### src/rtl/poly_tone_sequencer_if.sv
// poly_tone_sequencer_if: playback control and song-table write bus for poly_tone_sequencer
interface poly_tone_sequencer_if #(
    parameter int CHANNELS = 2,
    parameter int SONG_LEN = 16,
    parameter int DIV_W    = 16,
    parameter int DUR_W    = 8
);
    logic                            start;
    logic                            stop;
    logic                            loop_en;
    logic                            wr_en;
    logic [$clog2(SONG_LEN)-1:0]     wr_addr;
    logic [CHANNELS*DIV_W+DUR_W-1:0] wr_data;
    modport master (output start, stop, loop_en, wr_en, wr_addr, wr_data);
    modport slave  (input  start, stop, loop_en, wr_en, wr_addr, wr_data);
endinterface

### src/rtl/poly_tone_sequencer.sv
// poly_tone_sequencer: multi-channel square-wave song sequencer; define SEQ_MIX_EN for a sigma-delta mixed output
module poly_tone_sequencer #(
    parameter int CHANNELS = 2,
    parameter int SONG_LEN = 16,
    parameter int DIV_W    = 16,
    parameter int DUR_W    = 8,
    parameter int TICK_W   = 16
) (
    input  logic                        clk,
    input  logic                        rst_n,
    input  logic [TICK_W-1:0]           ticks_per_milli,
    poly_tone_sequencer_if.slave        bus,
    output logic                        busy,
    output logic [$clog2(SONG_LEN)-1:0] step,
    output logic [CHANNELS-1:0]         sound,
    output logic                        sound_mix,
    output logic [7:0]                  led
);
    localparam int SW = $clog2(SONG_LEN);
    localparam int EW = CHANNELS * DIV_W + DUR_W;

    typedef enum logic [1:0] {IDLE, FETCH, PLAY} state_t;

    state_t            state;
    logic [EW-1:0]     table_mem [SONG_LEN];
    logic [EW-1:0]     entry;
    logic [DIV_W-1:0]  div [CHANNELS];
    logic [DIV_W-1:0]  tone_cnt [CHANNELS];
    logic [DUR_W-1:0]  dur;
    logic [DUR_W-1:0]  ms_cnt;
    logic [TICK_W-1:0] tick_cnt;
    logic [TICK_W-1:0] tick_max;
    logic [TICK_W-1:0] t_last;
    logic              ms_wrap;
    logic              note_end;
    logic              play_on;
    logic [CHANNELS-1:0] tone_nxt;
    logic [CHANNELS-1:0] snd_nxt;

    assign entry    = table_mem[step];
    assign t_last   = ticks_per_milli == '0 ? '0 : ticks_per_milli - TICK_W'(1);
    assign ms_wrap  = tick_cnt == tick_max;
    assign note_end = ms_wrap && ms_cnt == dur - DUR_W'(1);
    assign play_on  = state == PLAY && !note_end && !bus.stop;
    assign snd_nxt  = play_on ? tone_nxt : '0;
    assign led      = {busy, 7'(step)};

    // Song table: plain register array, written whenever strobed, never reset
    always_ff @(posedge clk) begin
        if (bus.wr_en) table_mem[bus.wr_addr] <= bus.wr_data;
    end

    // Each sounding channel flips when its half-period counter reaches div-1; rests hold 0
    always_comb begin
        tone_nxt = sound;
        for (int c = 0; c < CHANNELS; c++)
            tone_nxt[c] = div[c] != '0 && tone_cnt[c] == div[c] - DIV_W'(1) ? !sound[c] : sound[c];
    end

    // Sequencer FSM with tick/ms/tone counters and registered outputs
    always_ff @(posedge clk or negedge rst_n) begin
        if (!rst_n) begin
            state    <= IDLE;
            busy     <= 1'b0;
            step     <= '0;
            sound    <= '0;
            dur      <= '0;
            ms_cnt   <= '0;
            tick_cnt <= '0;
            tick_max <= '0;
            for (int c = 0; c < CHANNELS; c++) begin
                div[c]      <= '0;
                tone_cnt[c] <= '0;
            end
        end else begin
            sound <= snd_nxt;
            if (bus.stop) begin
                state <= IDLE;
                busy  <= 1'b0;
                step  <= '0;
            end else begin
                case (state)
                    IDLE: if (bus.start) begin
                        state <= FETCH;
                        busy  <= 1'b1;
                        step  <= '0;
                    end
                    FETCH: begin
                        dur      <= entry[DUR_W-1:0];
                        ms_cnt   <= '0;
                        tick_cnt <= '0;
                        tick_max <= t_last;
                        for (int c = 0; c < CHANNELS; c++) begin
                            div[c]      <= entry[DUR_W + c*DIV_W +: DIV_W];
                            tone_cnt[c] <= '0;
                        end
                        if (entry[DUR_W-1:0] == '0) begin
                            state <= bus.loop_en ? FETCH : IDLE;
                            busy  <= bus.loop_en;
                            step  <= '0;
                        end else begin
                            state <= PLAY;
                        end
                    end
                    PLAY: begin
                        tick_cnt <= ms_wrap ? '0 : tick_cnt + TICK_W'(1);
                        if (ms_wrap) begin
                            tick_max <= t_last;
                            ms_cnt   <= ms_cnt + DUR_W'(1);
                        end
                        for (int c = 0; c < CHANNELS; c++)
                            tone_cnt[c] <= tone_cnt[c] == div[c] - DIV_W'(1) ? '0 : tone_cnt[c] + DIV_W'(1);
                        if (note_end) begin
                            if (step == SW'(SONG_LEN - 1)) begin
                                state <= bus.loop_en ? FETCH : IDLE;
                                busy  <= bus.loop_en;
                                step  <= '0;
                            end else begin
                                state <= FETCH;
                                step  <= step + SW'(1);
                            end
                        end
                    end
                    default: begin
                        state <= IDLE;
                        busy  <= 1'b0;
                        step  <= '0;
                    end
                endcase
            end
        end
    end

`ifdef SEQ_MIX_EN
    localparam int AW = $clog2(CHANNELS) + 1;
    logic [AW-1:0] acc;
    logic [AW-1:0] mix_sum;

    // Add this cycle's count of high voices onto the error accumulator
    always_comb begin
        mix_sum = acc;
        for (int c = 0; c < CHANNELS; c++) mix_sum = mix_sum + AW'(snd_nxt[c]);
    end

    // First-order sigma-delta: emit 1 whenever a full CHANNELS quantum has built up
    always_ff @(posedge clk or negedge rst_n) begin
        if (!rst_n) begin
            acc       <= '0;
            sound_mix <= 1'b0;
        end else if (play_on) begin
            acc       <= mix_sum >= AW'(CHANNELS) ? mix_sum - AW'(CHANNELS) : mix_sum;
            sound_mix <= mix_sum >= AW'(CHANNELS);
        end else begin
            acc       <= '0;
            sound_mix <= 1'b0;
        end
    end
`else
    // Without mixing the speaker output simply mirrors channel 0 with the same timing
    always_ff @(posedge clk or negedge rst_n) begin
        if (!rst_n) sound_mix <= 1'b0;
        else        sound_mix <= snd_nxt[0];
    end
`endif
endmodule

### src/flat_wrapper.sv
// flat-port wrapper written by rule: the top's interface ports become plain ports
module poly_tone_sequencer_flat 
#(
    parameter int CHANNELS = 2,
    parameter int SONG_LEN = 16,
    parameter int DIV_W    = 16,
    parameter int DUR_W    = 8,
    parameter int TICK_W   = 16
)
  (clk, rst_n, ticks_per_milli, busy, step, sound, sound_mix, led, bus_start, bus_stop, bus_loop_en, bus_wr_en, bus_wr_addr, bus_wr_data);
  poly_tone_sequencer_if #(.CHANNELS(CHANNELS), .SONG_LEN(SONG_LEN), .DIV_W(DIV_W), .DUR_W(DUR_W)) bus_i ();
  input  logic clk;
  input  logic rst_n;
  input  logic [TICK_W-1:0] ticks_per_milli;
  output logic busy;
  output logic [$clog2(SONG_LEN)-1:0] step;
  output logic [CHANNELS-1:0] sound;
  output logic sound_mix;
  output logic [7:0] led;
  input wire logic [$bits(bus_i.start)-1:0] bus_start;
  input wire logic [$bits(bus_i.stop)-1:0] bus_stop;
  input wire logic [$bits(bus_i.loop_en)-1:0] bus_loop_en;
  input wire logic [$bits(bus_i.wr_en)-1:0] bus_wr_en;
  input wire logic [$bits(bus_i.wr_addr)-1:0] bus_wr_addr;
  input wire logic [$bits(bus_i.wr_data)-1:0] bus_wr_data;
  assign bus_i.start = bus_start;
  assign bus_i.stop = bus_stop;
  assign bus_i.loop_en = bus_loop_en;
  assign bus_i.wr_en = bus_wr_en;
  assign bus_i.wr_addr = bus_wr_addr;
  assign bus_i.wr_data = bus_wr_data;
  poly_tone_sequencer #(.CHANNELS(CHANNELS), .SONG_LEN(SONG_LEN), .DIV_W(DIV_W), .DUR_W(DUR_W), .TICK_W(TICK_W)) u_core (.clk(clk), .rst_n(rst_n), .ticks_per_milli(ticks_per_milli), .bus(bus_i), .busy(busy), .step(step), .sound(sound), .sound_mix(sound_mix), .led(led));
endmodule
### config.mk
export PLATFORM = sky130hd
export DESIGN_NAME = poly_tone_sequencer_flat
export DESIGN_NICKNAME = d
export VERILOG_FILES = /design/src/rtl/poly_tone_sequencer_if.sv /design/src/rtl/poly_tone_sequencer.sv /design/src/flat_wrapper.sv
export SDC_FILE = /design/constraint.sdc
export NUM_CORES = 1
export LEC_CHECK = 0
export CORE_MARGIN = 1.5
export CORE_UTILIZATION = 51
export CTS_BUF_LIST = sky130_fd_sc_hd__clkbuf_4
export CTS_CLUSTER_DIAMETER = 60
export DETAILED_ROUTE_END_ITERATION = 10
export PLACE_DENSITY_LB_ADDON = 0.15
export SKIP_LAST_GASP = 1
export SYNTH_ARGS = -nofsm -noshare
export SYNTH_HDL_FRONTEND = slang
export SYNTH_SLANG_ARGS = --single-unit
### constraint.sdc
create_clock -name clk -period 7.2 [get_ports clk]
set_input_delay 1.44 -clock clk [delete_from_list [all_inputs] [get_ports clk]]
set_output_delay 1.44 -clock clk [all_outputs]
set_load 0.05 [all_outputs]
======== After elaboration in Yosys (flattened, before gate mapping) ========
Memories as Yosys holds them, arrays and structs flattened.
Cells that the tools add are included.
storage, ports and cells
  logic and storage cells ................. 93
  memories ................................ 1
  bits of input ports ..................... 66
  register bits after elaboration ......... 121
  RAM bits ................................ 640
  output and inout bits ................... 16
operators by class
  reductions and logical operators ........ 21
  bitwise operators ....................... 1
  add/sub/neg operators ................... 9
  equality and inequality tests ........... 14
  mux-type cells .......................... 34
memories
  memory            depth  width  rd ports  clocked after Yosys merged registers in  write ports  line                       text
  u_core.table_mem  16     40     1         0                                        1            poly_tone_sequencer.sv:25  logic [EW-1:0] table_mem [SONG_LEN];
operator list
  cell                   count
  $mux 16                5
  $pmux 16 s2            2
  $pmux 32 s2            1
  $add 16x1->16 const B  3
  $eq 16x16->1           3
  $sub 16x1->16 const B  3
  $reduce_bool 16->1     2
  $mux 4                 5
  $logic_not 16->1       1
  $pmux 8 s2             1
  $mux 2                 6
  $pmux 4 s3             1
  $mux 1                 10
  $add 8x1->8 const B    1
  $eq 8x8->1             1
  $logic_not 8->1        1
  $mux 8                 1
  $sub 8x1->8 const B    1
  $ne 3x2->1 const B     2
  $ne 3x3->1 const B     2
  $pmux 2 s3             1
  $reduce_and 2->1       3
  $reduce_and 3->1       2
  $logic_and 1x1->1      5
  12 further kinds       16

======== Longest topological paths before layout ========
Gate-level depths: netlist (run 1).
  depth in word-level cells ............... 7
  depth in mapped cells ................... 13
  depth with buffers taken out ............ 10

======== Worst setup path after synthesis (run 1) ========
Ideal clock, no wire load.
  kind .................................... input -> register
  start point ............................. input port bus_wr_addr[2]
  end point ............................... memory u_core.table_mem[0][0] (netlist bit) (enable)
  library setup time ...................... 487 ps
  data arrival time ....................... 4695 ps
  stages .................................. 2
  required time ........................... 6713 ps
  slack ................................... 2018 ps
  buffers on the path ..................... 0
  cell sequence ........................... or3b_2 -> nor3_1
RTL lines
  item                line                       text
  start: declaration  flat_wrapper.sv:24         input wire logic [$bits(bus_i.wr_addr)-1:0] bus_wr_addr;
  end: declaration    poly_tone_sequencer.sv:25
Straight into the memory's write port.

======== Final worst setup path (run 1) ========
  start point ............................. register u_core.step[2]
  end point ............................... output port step[2]
RTL lines
  item                      line                        text
  start: declaration        poly_tone_sequencer.sv:14   output logic [$clog2(SONG_LEN)-1:0] step,
  start signal: assignment  poly_tone_sequencer.sv:120  step <= step + SW'(1);
  end: declaration          flat_wrapper.sv:16          output logic [$clog2(SONG_LEN)-1:0] step;
No word-level cell between the ends.

==> results of run 1 <==
==> cell usage after synthesis, drive strengths merged, types with 9 or more instances <==
| library cell | number |
|---|---|
| edfxtp | 640 |
| nand2 | 178 |
| mux2i | 143 |
| dfrtp | 121 |
| o21ai | 92 |
| mux4 | 91 |
| o221ai | 89 |
| nor2 | 66 |
| buf | 55 |
| clkbuf | 51 |
| xnor2 | 49 |
| xor2 | 39 |
| nand3 | 38 |
| nor3 | 33 |
| a21oi | 23 |
| and3 | 23 |
| inv | 21 |
| nand2b | 18 |
| nor4 | 18 |
| nand4 | 15 |
| nor2b | 15 |
| ha | 13 |
| or4 | 12 |
| a22o | 11 |
| a221oi | 10 |
| nand3b | 10 |
| o31ai | 10 |
| a21o | 9 |
==> stage by stage <==
step | worst slack (ns) | instance area (µm²) | std cells
5_1_grt | 2.36 | 35900 | 3169
3_3_place_gp | 2.76 | 33500 | 2825
6_report | 2.51 | 35900 | 3169
3_5_place_dp | 2.58 | 33500 | 2825
2_1_floorplan | 2.02 | 31800 | 1986
4_1_cts | 2.37 | 35900 | 3166
==> cell families (layout without fill, tap and decap cells) <==
logic type / count (synthesis) / after routing / synth area share, %
mux: 238 / 238 / 11.1
fa+ha+maj: 13 / 13 / 0.512
buf+inv: 128 / 471 / 1.76
flops: 761 / 761 / 70.1
xor+xnor: 88 / 88 / 2.43
compound gates: 297 / 297 / 6.82
simple gates: 458 / 458 / 7.28
other cells: 1 / 6 / 0.0118
==> final cells by class <==
class / instances / area, µm² / share of cell area [%]
tap: 837 / 1050 / 2.92
timing repair buffer: 108 / 1020 / 2.83
sequential: 761 / 22300 / 62.0
multi-input combinational: 1097 / 9060 / 25.2
antenna: 3 / 7.51 / 0.0209
clock inverter: 44 / 221 / 0.616
clock buffer: 297 / 2230 / 6.21
inverter: 22 / 82.6 / 0.230
==> flip-flops by register name, summed over array words and instances (netlist names) <==
name              flops
u_core.busy           1
u_core.div           32
u_core.dur            8
u_core.ms_cnt         8
u_core.sound          2
u_core.state          2
u_core.step           4
u_core.table_mem    640
u_core.tick_cnt      16
u_core.tick_max      16
u_core.tone_cnt      32
==> routing by layer <==
layer  global-route usage, %  vias to the layer above  wire [µm]
met4                    7.99                       14        951
met1                    33.7                     9478      33200
li1                        -                     8404          -
met2                    36.7                      600      35400
met5                       0                        -        109
met3                    6.21                      103       5080
==> layout by cell type (no fill, tap or decap), drive strengths merged, types with 5 or more instances in the layout <==
cell type      instances
edfxtp               640
clkbuf               297
nand2                178
mux2i                143
dfrtp                121
o21ai                 92
mux4                  91
o221ai                89
clkdlybuf4s50         77
nor2                  66
xnor2                 49
xor2                  39
nand3                 38
clkinv                37
nor3                  33
buf                   31
inv                   27
and3                  23
a21oi                 23
nand2b                18
nor4                  18
nor2b                 15
nand4                 15
ha                    13
or4                   12
a22o                  11
nand3b                10
a221oi                10
o31ai                 10
a21o                   9
a31oi                  8
o311ai                 8
o22ai                  7
or3                    7
or3b                   5
==> power by group through the flow <==
stage | registers (mW) | logic [mW] | clock network (mW)
global placement | 5.38 | 1.54 | 0
finish | 5.30 | 1.57 | 3.59
detailed placement | 5.39 | 1.57 | 0
global route | 5.33 | 1.73 | 3.90
floorplan | 5.26 | 1.23 | 0
CTS | 5.30 | 1.58 | 3.68
==> worst register-to-register path, cell delays in order, from the launching register on <==
cell and delay, ns:
sky130_fd_sc_hd__dfrtp_4 0.92, sky130_fd_sc_hd__buf_4 0.61, sky130_fd_sc_hd__mux4_2 0.58, sky130_fd_sc_hd__mux4_2 0.55, sky130_fd_sc_hd__nand3b_1 0.21, sky130_fd_sc_hd__o31ai_1 0.45
sky130_fd_sc_hd__nand3_1 0.30, sky130_fd_sc_hd__a21oi_1 0.23, sky130_fd_sc_hd__mux2_2 0.34
==> worst max path at each step <==
| stage | from | end | cells past startpoint |
|---|---|---|---|
| 3_5_place_dp | bus_stop | u_core.tone_cnt[19] | 6 |
| 3_3_place_gp | bus_stop | u_core.tone_cnt[29] | 6 |
| 6_report | u_core.step[2] | step[2] | 2 |
| 2_1_floorplan | bus_wr_addr[2] | u_core.table_mem[0][0] | 2 |
| 4_1_cts | u_core.step[3] | step[3] | 2 |
| 5_1_grt | u_core.step[2] | led[2] | 2 |
==> results.txt, run 1 <==
At the later pin of the worst-skew pair, clock insertion delay measures 0.98 ns. Net switching is 27.3% of the power. The run gives 0 as the number of cells upsized or downsized after cts. The top flip-flop cell by instance count after synthesis was sky130_fd_sc_hd__edfxtp_1. Via count of the first global-routing pass: 18900. VDD sags by at most 0.000155 V. The layout cell share with drive strength beyond 1 came out at 20.9%. The count of flip-flops with a built-in enable after synthesis is 640. sky130_fd_sc_hd__edfxtp_1 takes more of the synthesized area than any other cell. The worst hold path passes through 2 cells.

The via count was 18600; the depth of the CTS H-tree was 4. STA classifies the critical path endpoint as an output port. The first global-routing pass estimated 113 mm of wire. Max-cap violations in this run came to 0. Summed over all layers, the routed wires come to 74.7 mm. After synthesis, the largest area contributor takes up 60.5% of total cell area. The die covers 63800 µm². Largest incremental delay on the critical path: 0.90 ns. The min-delay analysis places its worst path in the category flip-flop to flip-flop. The slew at the pin with the worst max-slew slack came out at 1.16 ns. The share of the yosys chip area belonging to registers was 70.1%; the number of pins with negative max-slew slack in the final report was 0. The post-CTS setup-driven buffer insertion count came out at 0.

Flip-flop and latch count after synthesis: 761. The number of nets in the layout is 2262. The final critical path takes up 65.2% of the cycle. The first detailed-routing pass took 5 iterations. Cell internal power was estimated by the tool at 7.60 mW. The die is 252 µm tall.

The run gives 213 MHz as the maximum achievable frequency. The tools report the startpoint of the worst-slack reg-to-reg timing path as u_core.step[0]. From left edge to right edge, the die measures 252 µm.

For this design the total switching power over the nets is 2.86 mW. The initial core utilization was 51.5%. For this run the aggregate overflow at the end of global routing stands at 0. Walking the worst path, the cells encountered are buf_4, clkdlybuf4s50_1. In this run, post-CTS hold repair placed 0 buffers. The clock drives 761 sinks. Summing every instance area after synthesis gives 31700 µm². The detail route stage leaves a number of antenna-violating nets equal to 0. Setup violations remaining at the end of the flow were counted as 0. TritonCTS built the clock tree. The tools report the clock root buffer as sky130_fd_sc_hd__clkbuf_4. Setup total negative slack on the finished layout was measured at 0 ns. The initial antenna violation count is 10. Overall power consumption after layout is estimated at 10.5 mW. The tools report the clock tree skew after final layout as 0.0655 ns.

The floorplan step defined a core boundary enclosing 61600 µm². The path with the worst hold slack has its endpoint at u_core.tick_max[7]. For the register share of total power, the log shows 50.7%. The number of buffer cells added on primary ports was 78. Headroom to the max-slew limit came out at 22.4%. Grouping stages by cell kind, the critical path spends the most delay in buffers and inverters. Yosys printed 0 warnings. Along the worst path, the maximum fanout reaches 28. Yosys mapped the design onto 76 distinct sky130hd cell types. After detailed routing, the number of vias per cell comes to 5.87. The flow ran to the end, and the final reports show no timing, DRC or antenna violations. In the final routed layout, each cell accounts on average for 23.6 µm.

The share of total power dissipated in combinational logic is 15.0%. The utilization after layout was 58.3%; the boundary pin count was 82. In this run the static leakage power is 11.8 nW. Relative to the synthesized area, the layout overhead comes to 13.2%. Summed over all nets, the half-perimeter wirelength after detailed placement is 40.8 mm. The length in cells of the worst reg-to-reg path works out to 8. The total power density per cell area was 291 nW/µm². Synthesis produced 1984 cells. The worst hold path begins at u_core.tick_max[7].

The run gives 0.505 ns as the final worst hold slack. The congestion estimate from routability-driven global placement came to 0.817. The logs give 24.0% for the total track usage and 2.90 ns for the register-to-register path setup slack.

Counting the fill cells in the layout gives 4771. Ranked by total cell area, the synthesized netlist is headed by sky130_fd_sc_hd__edfxtp_1 61%, sky130_fd_sc_hd__dfrtp_1 9.5%, sky130_fd_sc_hd__mux4_2 6.5%, sky130_fd_sc_hd__mux2i_1 4.5%, sky130_fd_sc_hd__o221ai_1 2.5%. The run gives 118 as the maximum number of pins on one net before global-route repair. The initial detailed-routing violation count came out at 1637.

STA puts the critical path data arrival time at 3.25 ns. STA classifies the critical path startpoint as a flip-flop. Together, buffers and inverters on the worst path number 2. The tools report the number of clock buffers inserted by TritonCTS as 193. DRC violations left: 0. The critical path is of the flip-flop to output port type. Hold violation total from the final report: 0. Row generation in the floorplan step produced 91 rows.

At the worst endpoint, the required time is 5.76 ns. The mean instance size in the synthesized netlist is 16.0 µm². In this run, the clock network consumes 34.3% of the power.

The final period demand of the worst path works out to 4.69 ns. On the critical path, the stage with the largest delay is an instance of sky130_fd_sc_hd__clkdlybuf4s50_1. Setup repair after global routing left no endpoint under its margin. The worst register-to-register path ends at u_core.busy.

The longest clock path from root to sink contains 3 buffers. After clock tree synthesis, the clock-pin slew on the worst setup and hold paths is 0.07 ns. For this run, asynchronously set or reset flops after synthesis account for 15.9%.
Note: power is estimated with default switching activity, not from simulation.
==> inputs of run 2 (changes only) <==
Clock period 7.2 ns to 4.6 ns, I/O delays scaled along.
==> results.txt, run 2 (synthesized netlist as in run 1, its figures left out) <==
The initial core utilization was 51.5% (unchanged). The sum of routed wire length over all layers came out at 74.7 mm (about the same). The final total power is 16.5 mW (+57%). For the number of detailed-routing iterations run before antenna repair, the log shows 5 (unchanged). The most common cell after layout, fill and taps aside was sky130_fd_sc_hd__edfxtp_1. The tools report the number of violations of the max-capacitance limit as 0 (unchanged).

Number of setup violations in the final report: 0 (unchanged). The tools report the number of nets in the layout as 2284 (+0.97%). The largest registers in the layout are u_core.table_mem: 640 flops, u_core.div: 32 flops, u_core.tone_cnt: 32 flops.

Largest incremental delay on the critical path: 0.93 ns (+0.03 ns). The core area was 61600 µm² (unchanged); the number of buffers on the longest clock path was 3 (unchanged). The hold violation total from the final report came out at 0 (unchanged).

Total track usage: 24.2% (+0.19 points). The tools report the number of antenna-violating nets in the routed design as 0 (unchanged). The number of cells upsized or downsized after cts was 0 (unchanged); the register share of total power was 50.3% (-0.4 points).

The final setup TNS came out at 0 ns (unchanged). The initial detailed-routing violation count came out at 1344 (-18%). The tools report the end of the worst register-to-register path as u_core.busy.

For the hold-fix buffer count after cts, the log shows 0 (unchanged). The post-CTS setup-driven buffer insertion count is 0 (unchanged), and the net switching power figure is 4.50 mW (+58%). Type of the worst setup path: flip-flop to output port.

The clock tree skew after final layout is 0.0302 ns (-0.0352 ns). TritonCTS built the clock tree. Net switching share of the total power: 27.3% (+0.029 points). The clock root buffer is sky130_fd_sc_hd__clkbuf_4. The critical path ends at led[1]. Sum of buffers and inverters on the critical path: 1 (-1). The average vias per placed instance came out at 5.84 (-0.54%). The worst setup path is captured at an output port. The length in cells of the worst reg-to-reg path works out to 8 (unchanged). Gate family responsible for the most delay along the worst path: buffers and inverters. The critical path startpoint category is a flip-flop.

The initial antenna violation count was 9 (-1); the worst path required time was 3.68 ns (-2.08 ns). Clock transition at the registers of the reported paths: 0.07 ns (about the same). Mean routed wirelength per cell: 23.4 µm (-0.72%).

The clock period could shrink to 3.73 ns. The tools report the startpoint of the most critical setup path as u_core.step[1]. For the register-to-register path setup slack, the log shows 0.94 ns (-1.96 ns). The critical-path maximum fanout came out at 43 (+54%). The layout cell share with drive strength beyond 1 is 21.3% (+0.44 points), and the number of placement rows is 91 (unchanged). The maximum achievable frequency was 268 MHz; the width of the die was 252 µm (unchanged).

The number of filler cells placed in the layout is 4748 (-0.48%). The part of the total power dissipated in combinational logic is 15.1% (about the same), and the flip-flop count of the largest register, all copies and words added is 640 (unchanged). The first-pass GRT wire length came out at 114 mm (+0.91%). The largest register by flop count is u_core.table_mem. The number of sinks driven by the clock tree was 761 (unchanged). The half-perimeter wire length after placement was 41.3 mm (+1.4%). The total power density per cell area works out to 455 nW/µm² (+56%). The area added between synthesis and finish came out at 14.0%. The tools report the startpoint of the worst-slack reg-to-reg timing path as u_core.step[0]. The die footprint was 63800 µm² (unchanged); the insertion delay of the later-clocked pin in the worst-skew pair was 1.02 ns (+0.04 ns). The proportion of power drawn by the clock network is 34.6% (+0.3 points), and the final worst-path cycle share is 81.1%. The slew at the pin with the worst max-slew slack is 1.10 ns (-0.0602 ns). The flow ran to the end, and the final reports show no timing, DRC or antenna violations.

The depth of the CTS H-tree is 4 (unchanged). Traced cell by cell, the critical path runs through clkdlybuf4s50_1. Leakage component of the power: 12.0 nW (+1.1%).

The tools report the data arrival time at the worst-slack endpoint as 2.81 ns (-0.44 ns). The run gives 26.7% (+4.3 points) as the relative max-transition margin. The die extent in y was 252 µm (unchanged); the routability-driven placement congestion ratio was 0.827 (+1.2%). The number of pins with negative max-slew slack in the final report came out at 0 (unchanged).

For the boundary pin count, the log shows 82 (unchanged). The tools report the via count of the first global-routing pass as 19100 (+1.4%). The internal power consumption is 12.0 mW (+57%). The run gives 0.000218 V (+40%) as the maximum vdd ir drop.

Setup repair after global routing left no endpoint under its margin. The worst hold-check path type was primary input to async pin. The run gives 18600 (+0.12%) as the via count. The maximum number of pins on one net before global-route repair came out at 116 (-1.7%).

The count of cell instances traversed by the critical path was 1 (-1). The remaining global-route overflow is 0 (unchanged). The cell with the largest stage delay on the worst path is sky130_fd_sc_hd__clkdlybuf4s50_1. The DRC violations left was 0 (unchanged); the number of buffer cells added on primary ports was 78 (unchanged). In the layout the commonest cells are 640 x sky130_fd_sc_hd__edfxtp_1, 281 x sky130_fd_sc_hd__clkbuf_4, 177 x sky130_fd_sc_hd__nand2_1. The number of clock buffers inserted by TritonCTS came out at 192 (-0.52%).
-- run 2: worst min path at each step --
stage	cells past startpoint	from	slack [ns]	to
2_1_floorplan	2	u_core.tick_max[0]	0.47	u_core.tick_max[0]
3_3_place_gp	2	u_core.tick_max[13]	0.48	u_core.tick_max[13]
3_5_place_dp	2	u_core.tick_max[10]	0.49	u_core.tick_max[10]
4_1_cts	1	rst_n	0.007	u_core.tick_max[4]
5_1_grt	1	rst_n	0.04	u_core.ms_cnt[3]
6_report	1	rst_n	0.07	u_core.tick_max[4]
-- run 2: cell type report --
type	instances	area (µm²)	area share, %
antenna	2	5.00	0.0138
clock buffer	281	2110	5.83
clock inverter	59	364	1.01
inverter	22	82.6	0.228
multi-input combinational	1097	9070	25.1
sequential	761	22300	61.5
tap	837	1050	2.89
timing repair buffer	131	1260	3.49
-- run 2: metal layers --
metal / up-vias / GRT usage, % / routed length [µm]
li1: 8424 / - / -
met1: 9489 / 32.6 / 32000
met2: 606 / 38.2 / 36100
met3: 95 / 6.93 / 5410
met4: 8 / 7.65 / 1100
met5: - / 0 / 51
-- run 2: power by group through the flow --
stage	Clock [mW]	Sequential (mW)	Combinational, mW
6_report	5.69	8.28	2.49
4_1_cts	5.84	8.28	2.51
3_5_place_dp	0	8.42	2.50
2_1_floorplan	0	8.24	1.93
5_1_grt	6.17	8.34	2.76
3_3_place_gp	0	8.40	2.45
-- run 2: metrics by stage --
step	utilization [%]	hold WS, ns	std cells	setup slack (ns)	cell area, µm²
2_1_floorplan	-	0.469	1986	0.239	31800
3_3_place_gp	54.7	0.483	2848	1.04	33700
3_5_place_dp	54.7	0.490	2848	0.912	33700
4_1_cts	58.8	0.00739	3188	0.771	36200
5_1_grt	58.8	0.0415	3190	0.518	36200
6_report	58.8	0.0654	3190	0.869	36200
==> inputs of run 3 (changes only) <==
Clock period 4.6 ns to 3.55 ns, I/O delays scaled along.
==> results.txt, run 3 (synthesized netlist as in run 1, its figures left out) <==
The run finished with clean final reports. Setup repair after global routing left no endpoint under its margin. The number of sinks driven by the clock tree was 761 (unchanged); the final setup TNS was 0 ns (unchanged). Area added between synthesis and finish: 15.7%. The number of setup violations in the final report was 0 (unchanged). The half-perimeter wire length after placement came out at 42.0 mm (+1.7%). The clock tree skew after final layout was 0.0680 ns (+0.0378 ns).

Proportion of power drawn by the clock network: 34.6% (about the same). The largest incremental delay on the critical path is 0.91 ns (-0.02 ns). The logs give 0 (unchanged) for the number of violations of the max-capacitance limit and 295 MHz for the maximum achievable frequency.

The worst hold-check path type was primary input to async pin. The DRC violations left is 0 (unchanged), and the number of buffer cells added on primary ports is 78 (unchanged). For the final cell area excluding filler cells, the log shows 36700 µm² (+1.4%). The clock transition at the registers of the reported paths was 0.06 ns (about the same). The depth of the CTS H-tree came out at 4 (unchanged). The run gives 0.000316 V (+45%) as the maximum vdd ir drop.

STA classifies the critical path endpoint as an output port. The die footprint is 63800 µm² (unchanged), and the post-CTS setup-driven buffer insertion count is 0 (unchanged). Net switching power figure: 5.87 mW (+30%).

Remaining global-route overflow: 0 (unchanged). The critical path in this run is classified as flip-flop to output port. The hold violation total from the final report was 0 (unchanged). The width of the die is 252 µm (unchanged), and the layout cell share with drive strength beyond 1 is 22.6% (+1.2 points).

The end of the worst register-to-register path was u_core.busy. The total power density per cell area is 587 nW/µm² (+29%). The die extent in y works out to 252 µm (unchanged). Core area: 61600 µm² (unchanged).

For the number of placement rows, the log shows 91 (unchanged). Most common cell after layout, fill and taps aside: sky130_fd_sc_hd__edfxtp_1. The via count was 18800 (+0.89%).

Ranked by flip-flop count, first place goes to u_core.table_mem. The total track usage was 24.0% (-0.15 points); the average vias per placed instance was 5.83 (-0.14%). The run gives 5 (unchanged) as the number of detailed-routing iterations run before antenna repair. The critical path goes through clkdlybuf4s50_1.

The insertion delay of the later-clocked pin in the worst-skew pair was 1.02 ns (about the same). The net switching share of the total power was 27.2% (-0.13 points). In this run the critical register-to-register path is launched from u_core.step[0]. The cell area reported after detailed placement is 34200 µm² (+1.4%). The number of buffers on the longest clock path is 3 (unchanged). Data arrival time at the worst-slack endpoint: 2.68 ns (-0.13 ns). The register-to-register path setup slack came out at 0.20 ns (-0.74 ns). The tools report the number of antenna-violating nets in the routed design as 0 (unchanged). The length in cells of the worst reg-to-reg path was 9 (+1); the number of clock buffers inserted by TritonCTS was 192 (unchanged).

The register share of total power is 49.5% (-0.8 points), and the mean routed wirelength per cell is 23.3 µm (-0.57%). For the initial detailed-routing violation count, the log shows 1586 (+18%). The slew at the pin with the worst max-slew slack is 0.991 ns (-0.109 ns), and the part of the total power dissipated in combinational logic is 15.8% (+0.7 points). The critical-path maximum fanout is 35 (-19%). The run gives 0 (unchanged) as the number of pins with negative max-slew slack in the final report. The slowest stage of the critical path is the sky130_fd_sc_hd__clkdlybuf4s50_1 cell. Dividing the final minimum period by the clock period gives 95.5%.

For the boundary pin count, the log shows 82 (unchanged). Via count of the first global-routing pass: 19000 (-0.62%). Flip-flop count of the largest register, all copies and words added: 640 (unchanged). The sum of buffers and inverters on the critical path works out to 1 (unchanged). STA classifies the critical path startpoint as a flip-flop. For the sum of routed wire length over all layers, the log shows 75.0 mm (+0.46%). Internal power consumption: 15.7 mW (+31%). The routability-driven placement congestion ratio came out at 0.842 (+1.8%).

For the initial core utilization, the log shows 51.5% (unchanged). The top cell types in the final layout, fill and taps aside, are 640 x sky130_fd_sc_hd__edfxtp_1, 297 x sky130_fd_sc_hd__clkbuf_4, 177 x sky130_fd_sc_hd__nand2_1. The final period demand of the worst path works out to 3.39 ns. The logs give 33.9% (+7.3 points) for the relative max-transition margin and 59.6% (+0.84 points) for the utilization after layout. For the initial antenna violation count, the log shows 4 (-5). The clock root buffer is sky130_fd_sc_hd__clkbuf_4. Leakage component of the power: 12.2 nW (+2.1%). The largest registers in the layout are u_core.table_mem: 640 flops, u_core.div: 32 flops, u_core.tone_cnt: 32 flops. First-pass GRT wire length: 113 mm (-0.64%). For the number of nets in the layout, the log shows 2310 (+1.1%).

The worst path required time is 2.84 ns (-0.84 ns). The cell family contributing the most delay on the critical path is buffers and inverters. TritonCTS built the clock tree.

For the maximum number of pins on one net before global-route repair, the log shows 81 (-30%).
run 3: cell count changes in the layout (fill, tap and decap cells not counted), moves of 3 or more:
cell,delta
sky130_fd_sc_hd__buf_12,+20
sky130_fd_sc_hd__buf_4,+5
sky130_fd_sc_hd__clkbuf_4,+16
sky130_fd_sc_hd__clkinv_1,-7
sky130_fd_sc_hd__clkinv_2,-3
sky130_fd_sc_hd__clkinvlp_4,-3
sky130_fd_sc_hd__diode_2,+3
sky130_fd_sc_hd__nor3_2,-3
sky130_fd_sc_hd__nor3_4,+3
run 3: metal layers:
| layer | global-route usage (%) | part of all wire, % | up-vias |
|---|---|---|---|
| met1 | 32.1 | 42 | 9523 |
| met5 | 0 | 0.036 | - |
| li1 | - | - | 8516 |
| met2 | 38.6 | 49 | 614 |
| met4 | 8.81 | 2.3 | 4 |
| met3 | 5.74 | 6.1 | 131 |
run 3: power groups by stage:
stage	registers [mW]	logic, mW	clock network (mW)
after floorplan	10.7	2.50	0
after global placement	10.8	3.35	0
after detailed placement	10.9	3.42	0
after CTS	10.7	3.43	7.68
after global routing	10.7	3.74	8.13
final	10.7	3.41	7.47
run 3: final cells by class:
type	count	area, µm²
multi-input cells	1097	9090
well taps	837	1050
repair buffers	157	1710
fillers	4716	24900
flip-flops and latches	761	22300
clock buffers	297	2230
inverters	22	82.6
clock inverters	47	290
diodes	5	12.5
run 3: how the worst max path moves through the flow:
stage / start / cells past startpoint / to / slack (ns)
2_1_floorplan: u_core.step[0] / 10 / u_core.busy / 0.17
3_3_place_gp: u_core.step[0] / 9 / u_core.busy / 0.27
3_5_place_dp: u_core.step[0] / 9 / u_core.busy / 0.27
4_1_cts: u_core.step[0] / 2 / step[0] / 0.04
5_1_grt: u_core.step[0] / 9 / u_core.busy / 0.002
6_report: u_core.step[1] / 1 / step[1] / 0.16
run 3: per-stage QoR:
stage               setup WS (ns)  total power [mW]  std cells  hold slack (ns)
detailed placement          0.270              14.3       2873            0.497
global placement            0.267              14.2       2873            0.487
finish                      0.159              21.6       3223            0.341
CTS                        0.0377              21.8       3218            0.251
global route              0.00218              22.6       3220            0.312
floorplan                   0.173              13.2       1986            0.414
run 3: repair_timing:
action / in CTS / in global routing
resized for setup: 2 / 0
endpoints found under the hold margin: 51 / 0
setup endpoints to repair: 2 / 0
hold buffers: 1 / 0
